### src/rtl/divider_seq_pkg.sv
// Shared constants and state encoding for the sequential signed divider.
// Only the 32-bit configuration is supported, because the CLA is a fixed 32-bit adder.
package divider_seq_pkg;
    localparam int DIV_WIDTH = 32;
    localparam int DIV_ITERS = 32;
    localparam int CNT_W     = 6;

    typedef enum logic [1:0] {
        ST_IDLE = 2'd0,
        ST_RUN  = 2'd1,
        ST_DONE = 2'd2
    } state_t;
endpackage

### src/rtl/divider_seq_cla.sv
// 32-bit carry-lookahead adder: 4-bit lookahead groups, with the group carry chained between groups.
// Purely combinational.
module divider_seq_cla
    import divider_seq_pkg::*;
(
    input  logic [DIV_WIDTH-1:0] i_a,
    input  logic [DIV_WIDTH-1:0] i_b,
    input  logic                 i_cin,
    output logic [DIV_WIDTH-1:0] o_sum,
    output logic                 o_cout
);
    localparam int NGRP = DIV_WIDTH / 4;

    logic [DIV_WIDTH-1:0] w_g;
    logic [DIV_WIDTH-1:0] w_p;
    logic [DIV_WIDTH-1:0] w_c;
    logic [NGRP:0]        w_gc;

    assign w_g     = i_a & i_b;
    assign w_p     = i_a ^ i_b;
    assign w_gc[0] = i_cin;

    for (genvar k = 0; k < NGRP; k++) begin : g_grp
        logic [3:0] w_g4;
        logic [3:0] w_p4;
        logic       w_ci;
        assign w_g4 = w_g[4*k +: 4];
        assign w_p4 = w_p[4*k +: 4];
        assign w_ci = w_gc[k];

        assign w_c[4*k]   = w_ci;
        assign w_c[4*k+1] = w_g4[0] | (w_p4[0] & w_ci);
        assign w_c[4*k+2] = w_g4[1] | (w_p4[1] & w_g4[0]) | (w_p4[1] & w_p4[0] & w_ci);
        assign w_c[4*k+3] = w_g4[2] | (w_p4[2] & w_g4[1]) | (w_p4[2] & w_p4[1] & w_g4[0])
                          | (w_p4[2] & w_p4[1] & w_p4[0] & w_ci);
        assign w_gc[k+1]  = w_g4[3] | (w_p4[3] & w_g4[2]) | (w_p4[3] & w_p4[2] & w_g4[1])
                          | (w_p4[3] & w_p4[2] & w_p4[1] & w_g4[0]) | ((&w_p4) & w_ci);
    end

    assign o_sum  = w_p ^ w_c;
    assign o_cout = w_gc[NGRP];
endmodule

### src/rtl/divider_seq.sv
// Multi-cycle restoring divider: quotient truncated toward zero, 33 edges from start to the RDY pulse.
// A divide by zero finishes on the next edge with the exception flag set; ctrl_DIV restarts the divider from any state.
module divider_seq
    import divider_seq_pkg::*;
#(
    parameter int WIDTH  = DIV_WIDTH,
    parameter bit SIGNED = 1'b1
) (
    input  logic             clock,
    input  logic             reset,
    input  logic             ctrl_DIV,
    input  logic [WIDTH-1:0] data_operandA,
    input  logic [WIDTH-1:0] data_operandB,
    output logic [WIDTH-1:0] data_result,
    output logic             data_exception,
    output logic             data_resultRDY
);
    state_t           r_state;
    logic [CNT_W-1:0] r_count;
    logic [WIDTH-1:0] r_rem;
    logic [WIDTH-1:0] r_quo;
    logic [WIDTH-1:0] r_dmag;
    logic             r_neg;
    logic             r_dz;
    logic [WIDTH-1:0] r_result;
    logic             r_exc;
    logic             r_rdy;

    logic [WIDTH-1:0] w_neg_in;
    logic [WIDTH-1:0] w_neg_out;
    logic             w_unused_neg_cout;
    logic [WIDTH-1:0] w_r_sh;
    logic [WIDTH-1:0] w_trial_a;
    logic [WIDTH-1:0] w_trial_b;
    logic [WIDTH-1:0] w_trial_sum;
    logic             w_trial_cout;
    logic             w_take;
    logic [WIDTH-1:0] w_a_mag;
    logic [WIDTH-1:0] w_b_mag;
    logic [WIDTH-1:0] w_q_out;
    logic             w_b_zero;

    // Shared negator: takes |A| on a start edge and the signed quotient in DONE.
    // A start always overrides DONE, so the two uses never compete.
    assign w_neg_in = ctrl_DIV ? data_operandA : r_quo;

    divider_seq_cla u_neg (
        .i_a   (~w_neg_in),
        .i_b   ('0),
        .i_cin (1'b1),
        .o_sum (w_neg_out),
        .o_cout(w_unused_neg_cout)
    );

    // On a start edge the trial subtractor is otherwise idle, so it computes 0 - B for |B|.
    assign w_r_sh    = {r_rem[WIDTH-2:0], r_quo[WIDTH-1]};
    assign w_trial_a = ctrl_DIV ? '0 : w_r_sh;
    assign w_trial_b = ~(ctrl_DIV ? data_operandB : r_dmag);

    divider_seq_cla u_trial (
        .i_a   (w_trial_a),
        .i_b   (w_trial_b),
        .i_cin (1'b1),
        .o_sum (w_trial_sum),
        .o_cout(w_trial_cout)
    );

    // A bit shifted out of the remainder means the shifted value is at least 2^32, which always exceeds the divisor.
    assign w_take   = w_trial_cout | r_rem[WIDTH-1];
    assign w_a_mag  = (SIGNED && data_operandA[WIDTH-1]) ? w_neg_out   : data_operandA;
    assign w_b_mag  = (SIGNED && data_operandB[WIDTH-1]) ? w_trial_sum : data_operandB;
    assign w_q_out  = r_neg ? w_neg_out : r_quo;
    assign w_b_zero = (data_operandB == '0);

    always_ff @(posedge clock) begin
        if (reset) begin
            r_state  <= ST_IDLE;
            r_count  <= '0;
            r_rem    <= '0;
            r_quo    <= '0;
            r_dmag   <= '0;
            r_neg    <= 1'b0;
            r_dz     <= 1'b0;
            r_result <= '0;
            r_exc    <= 1'b0;
            r_rdy    <= 1'b0;
        end else begin
            r_rdy <= 1'b0;
            if (ctrl_DIV) begin
                r_rem   <= '0;
                r_quo   <= w_a_mag;
                r_dmag  <= w_b_mag;
                r_neg   <= SIGNED && (data_operandA[WIDTH-1] ^ data_operandB[WIDTH-1]);
                r_dz    <= w_b_zero;
                r_exc   <= 1'b0;
                r_count <= '0;
                r_state <= w_b_zero ? ST_DONE : ST_RUN;
            end else begin
                case (r_state)
                    ST_RUN: begin
                        r_rem   <= w_take ? w_trial_sum : w_r_sh;
                        r_quo   <= {r_quo[WIDTH-2:0], w_take};
                        r_count <= r_count + CNT_W'(1);
                        if (r_count == CNT_W'(DIV_ITERS - 1)) begin
                            r_state <= ST_DONE;
                        end
                    end
                    ST_DONE: begin
                        r_result <= r_dz ? '0 : w_q_out;
                        r_exc    <= r_dz;
                        r_rdy    <= 1'b1;
                        r_state  <= ST_IDLE;
                    end
                    default: r_state <= ST_IDLE;
                endcase
            end
        end
    end

    assign data_result    = r_result;
    assign data_exception = r_exc;
    assign data_resultRDY = r_rdy;
endmodule

### config.mk
export PLATFORM = sky130hd
export DESIGN_NAME = divider_seq
export DESIGN_NICKNAME = d
export VERILOG_FILES = /design/src/rtl/divider_seq_pkg.sv /design/src/rtl/divider_seq_cla.sv /design/src/rtl/divider_seq.sv
export SDC_FILE = /design/constraint.sdc
export NUM_CORES = 1
export LEC_CHECK = 0
export CAP_MARGIN = 20
export CORE_ASPECT_RATIO = 0.8
export CORE_MARGIN = 1
export CORE_UTILIZATION = 35
export CTS_CLUSTER_DIAMETER = 50
export DETAILED_ROUTE_END_ITERATION = 10
export PLACE_DENSITY_LB_ADDON = 0.2
export SLEW_MARGIN = 25
export SYNTH_ARGS = -nofsm -noshare
export SYNTH_HDL_FRONTEND = slang
export SYNTH_SLANG_ARGS = --single-unit
export TNS_END_PERCENT = 10
### constraint.sdc
create_clock -name clock -period 7.6 [get_ports clock]
set_input_delay 2.28 -clock clock [delete_from_list [all_inputs] [get_ports clock]]
set_output_delay 2.28 -clock clock [all_outputs]
set_load 0.01 [all_outputs]
==> key figures <==
Layout
  • Synth-to-Final Area Change: 18.50%
  • Final net count: about 1.4k
  • # diodes: 0
  • # fillers: 2666
  • Ratio of cells with drive above 1 in the final layout: 0.05482
  • FF+latch area: 0.002804 mm²
  • Multi-input gate area: between 0.006 and 0.007 mm²
  • Final Cell Area: between 0.01 and 0.015 mm²

Drt
  • Final wirelength: 26.46 mm
  • 1st-iter DRT viols: 685
  • DR vias: 8796
  • Routed length per placed instance: between 15 and 20 µm
  • Remaining antenna violation count: 0
  • Drt first pass iters: 6
  • Vias per inst: 5.383
  • Drt drc: 0

Synthesis
  • Ys async rst share: 0
  • Adder-cell share of the synthesized area: 0.06925
  • Ranking of synthesized cells by area: dfxtp_1, mux2i_1, ha_1
  • Post-synth top area share: 0.2916
  • Post-Syn Area: 0.009612 mm²
  • Commonest cells in the netlist: dfxtp_1, nor2_1, a21oi_1, mux2i_1, nand2_1
  • Compound-Gate Fraction of Synth Area: 0.2024
  • Count leader, synth: dfxtp_1
  • Post-synthesis mux area share: 0.09594
  • Sequential area share after synthesis: 0.2916
  • XOR/XNOR Fraction of Synth Area: 0.05741
  • Gate count of the mapped netlist: 1219
  • Post-synth EDFFs: 0
  • Syn nets: about 1.3k
  • Yosys cell types: 68
  • Synthesis Warnings: 0
  • Largest family of logic cells by synthesized area: simple AND/OR/NAND/NOR gates
  • Dominant synthesized flop cell: dfxtp_1
  • Post-synthesis register bit count: 140
  • Simple-gate share of the synthesized area: 0.2253
  • Syn avg cell area: a little under 8 µm²
  • Area leader, netlist: dfxtp_1

STA
  • Tmin final: 5819 ps
  • Slew HR: 0.3548
  • Final period utilization: 0.7657
  • Fmax: 171.8 MHz
  • Unrepaired setup endpoints after global routing: false
  • TNS Setup: 0 ps
  • Final-report max-slew violation count: 0
  • Final setup viols: 0
  • Final WS setup: 1781 ps
  • Worst-Margin Slew: a little under 1000 ps
  • Worst Skew: 9.973 ps
  • Final hold violations: 0

Clocking
  • Post-CTS setup buffer count: 0
  • Clock transition at path regs: 60 ps
  • CTS H-tree depth: 4
  • CTS max path bufs: 2
  • Hold-fix buffer count after cts: 0
  • PostCTS Resize Cnt: 0
  • Clk root buf: clkbuf_16
  • Cts bufs inserted: 17
  • CTS Sinks: 140
  • Clk Latency, worst-skew pair: around 430 ps
  • CTS tree: done

Critical path
  • Worst r2r dst: r_dmag[29]
  • Startpoint types: input port
  • Reg2reg start: r_rem[4]
  • Crit-path slowest cell: buf_8
  • CP most frequent cell: mux2i_1
  • CP arrival: around 6000 ps
  • Critical path class: input port to flip-flop
  • CP top delay family: compound AO/OA/AOI/OAI gates
  • Nature of the critical path endpoint: flip-flop
  • Worst r2r path cells: 12
  • Critical path required time: around 7900 ps
  • Buffers & Inverters on Critical Path: 2
  • Crit path cell chain: buf_8 -> mux2i_1 -> inv_1 -> ha_1 -> o21a_1 -> o22ai_2 -> o221a_2 -> o22a_2 -> o31ai_4 -> nor2_1 -> fa_1 -> xnor2_1 -> mux2i_1 -> a211oi_1
  • Critical path fanouts, max: between 100 and 150
  • Max stage delay on crit path: 530 ps
  • Reg2reg setup slack: 4120 ps

Global routing
  • Global-route wire length before repair: between 40 and 50 mm
  • Grt total ovfl: 0
  • Largest net degree at the start of global routing: 131
  • Vias in the first global route: 8270
  • Global Route Usage Sum: 0.1932
  • Initial antenna violation count: 0

Die
  • # IOs: around 100
  • Die height: 150.2 µm
  • Die ar.: 0.02813 mm²
  • Starting Density: 0.3615
  • Core Region: 0.02659 mm²
  • Chip Width: around 190 µm
  • Cell Rows: 53

Hold path
  • Min-delay src: data_result[19]
  • Hold worst-path end: data_result[19]
  • Hold WC Path Type: flip-flop to flip-flop
  • Worst hold path cell count: 2

Placed design
  • Pre-CTS setup slack: approximately 1400 ps
  • Area of placed instances: 0.01080 mm²
  • Input/output buffers: 100
  • Detailed placement HPWL: around 18 mm
  • Routability cong.: 0.8321

Power
  • Switching share of total power: 0.3032
  • Clock network fraction of total power: 0.410
  • Peak supply drop: 129.3 µV
  • Internal: 1.440 mW
  • Sequential power share: 0.388
  • Comb power frac: 0.202
  • PwrDens: between 150 and 200 mW/mm²
  • Leak: between 4 and 5 nW
  • Sw Pwr: 0.6266 mW

Run
  • # Max-Cap Violations: 0

Outcome
  • Status: complete, no violations
-- kinds of logic after synthesis --
logic type      after synthesis
compound gates              299
xor+xnor                     63
fa+ha+maj                    49
buf+inv                     134
flops                       140
mux                          92
simple gates                442
-- state kept, by name, summed over array words and instances, names as in the netlist --
name,flops
r_count,6
r_rem,32
data_result,32
r_neg,1
r_dz,1
r_quo,32
data_resultRDY,1
r_state,2
r_dmag,32
data_exception,1
-- layout make-up --
cell class,count,area share
clock buffers,18,0.03856
clock inverters,14,0.01296
inverters,46,0.01516
multi-input cells,945,0.5499
flip-flops and latches,140,0.2462
well taps,357,0.03922
repair buffers,114,0.09799
-- cells in the final DEF, fill, tap and decap left out, types with 18 or more instances in the layout --
master	instances
nor3_1	82
nand3_1	18
dfxtp_1	139
ha_1	42
inv_1	45
xnor2_1	39
nand2_1	89
a21oi_1	91
o21ai_0	67
nor2b_1	34
a211oi_1	53
nand2b_1	32
xor2_1	24
mux2i_1	91
clkdlybuf4s50_1	97
nor2_1	120
-- power groups by stage --
stage	Combinational, mW	Sequential (mW)	Clock (mW)
floorplan	0.296	0.807	0
global placement	0.413	0.816	0
detailed placement	0.416	0.816	0
CTS	0.420	0.800	0.867
global route	0.468	0.806	0.898
finish	0.418	0.801	0.847
-- through the flow --
stage	utilization	power (mW)	hold WS (ps)	std cells
6_report	0.4283	2.066	468.3	1634
5_1_grt	0.4283	2.173	503.8	1634
4_1_cts	0.4283	2.086	471.6	1634
3_5_place_dp	0.4062	1.232	457.8	1602
3_3_place_gp	0.4062	1.229	442.4	1602
2_1_floorplan	-	1.103	447.9	1219
-- worst max-delay path by stage --
stage	start	end	slack, ps	cells after the start
after CTS	ctrl_DIV	r_rem[24]	1830	11
after global placement	ctrl_DIV	r_dmag[24]	1590	14
after floorplan	ctrl_DIV	r_dmag[29]	1090	20
final	ctrl_DIV	r_dmag[29]	1780	14
after detailed placement	ctrl_DIV	r_dmag[29]	1420	14
after global routing	ctrl_DIV	data_result[17]	1450	14
-- worst min-delay path: stages (launching register included) --
cell,delay (ps)
dfxtp_1,330
nand2_1,50
o21ai_0,60
-- per-layer routing --
layer	GRT usage	wire, µm	vias up
li1	-	-	4444
met3	0.03170	673	18
met5	0	0	-
met2	0.2905	11290	132
met1	0.2821	14220	4202
met4	0.05328	280	0
Power figures use the tool's default switching activity.
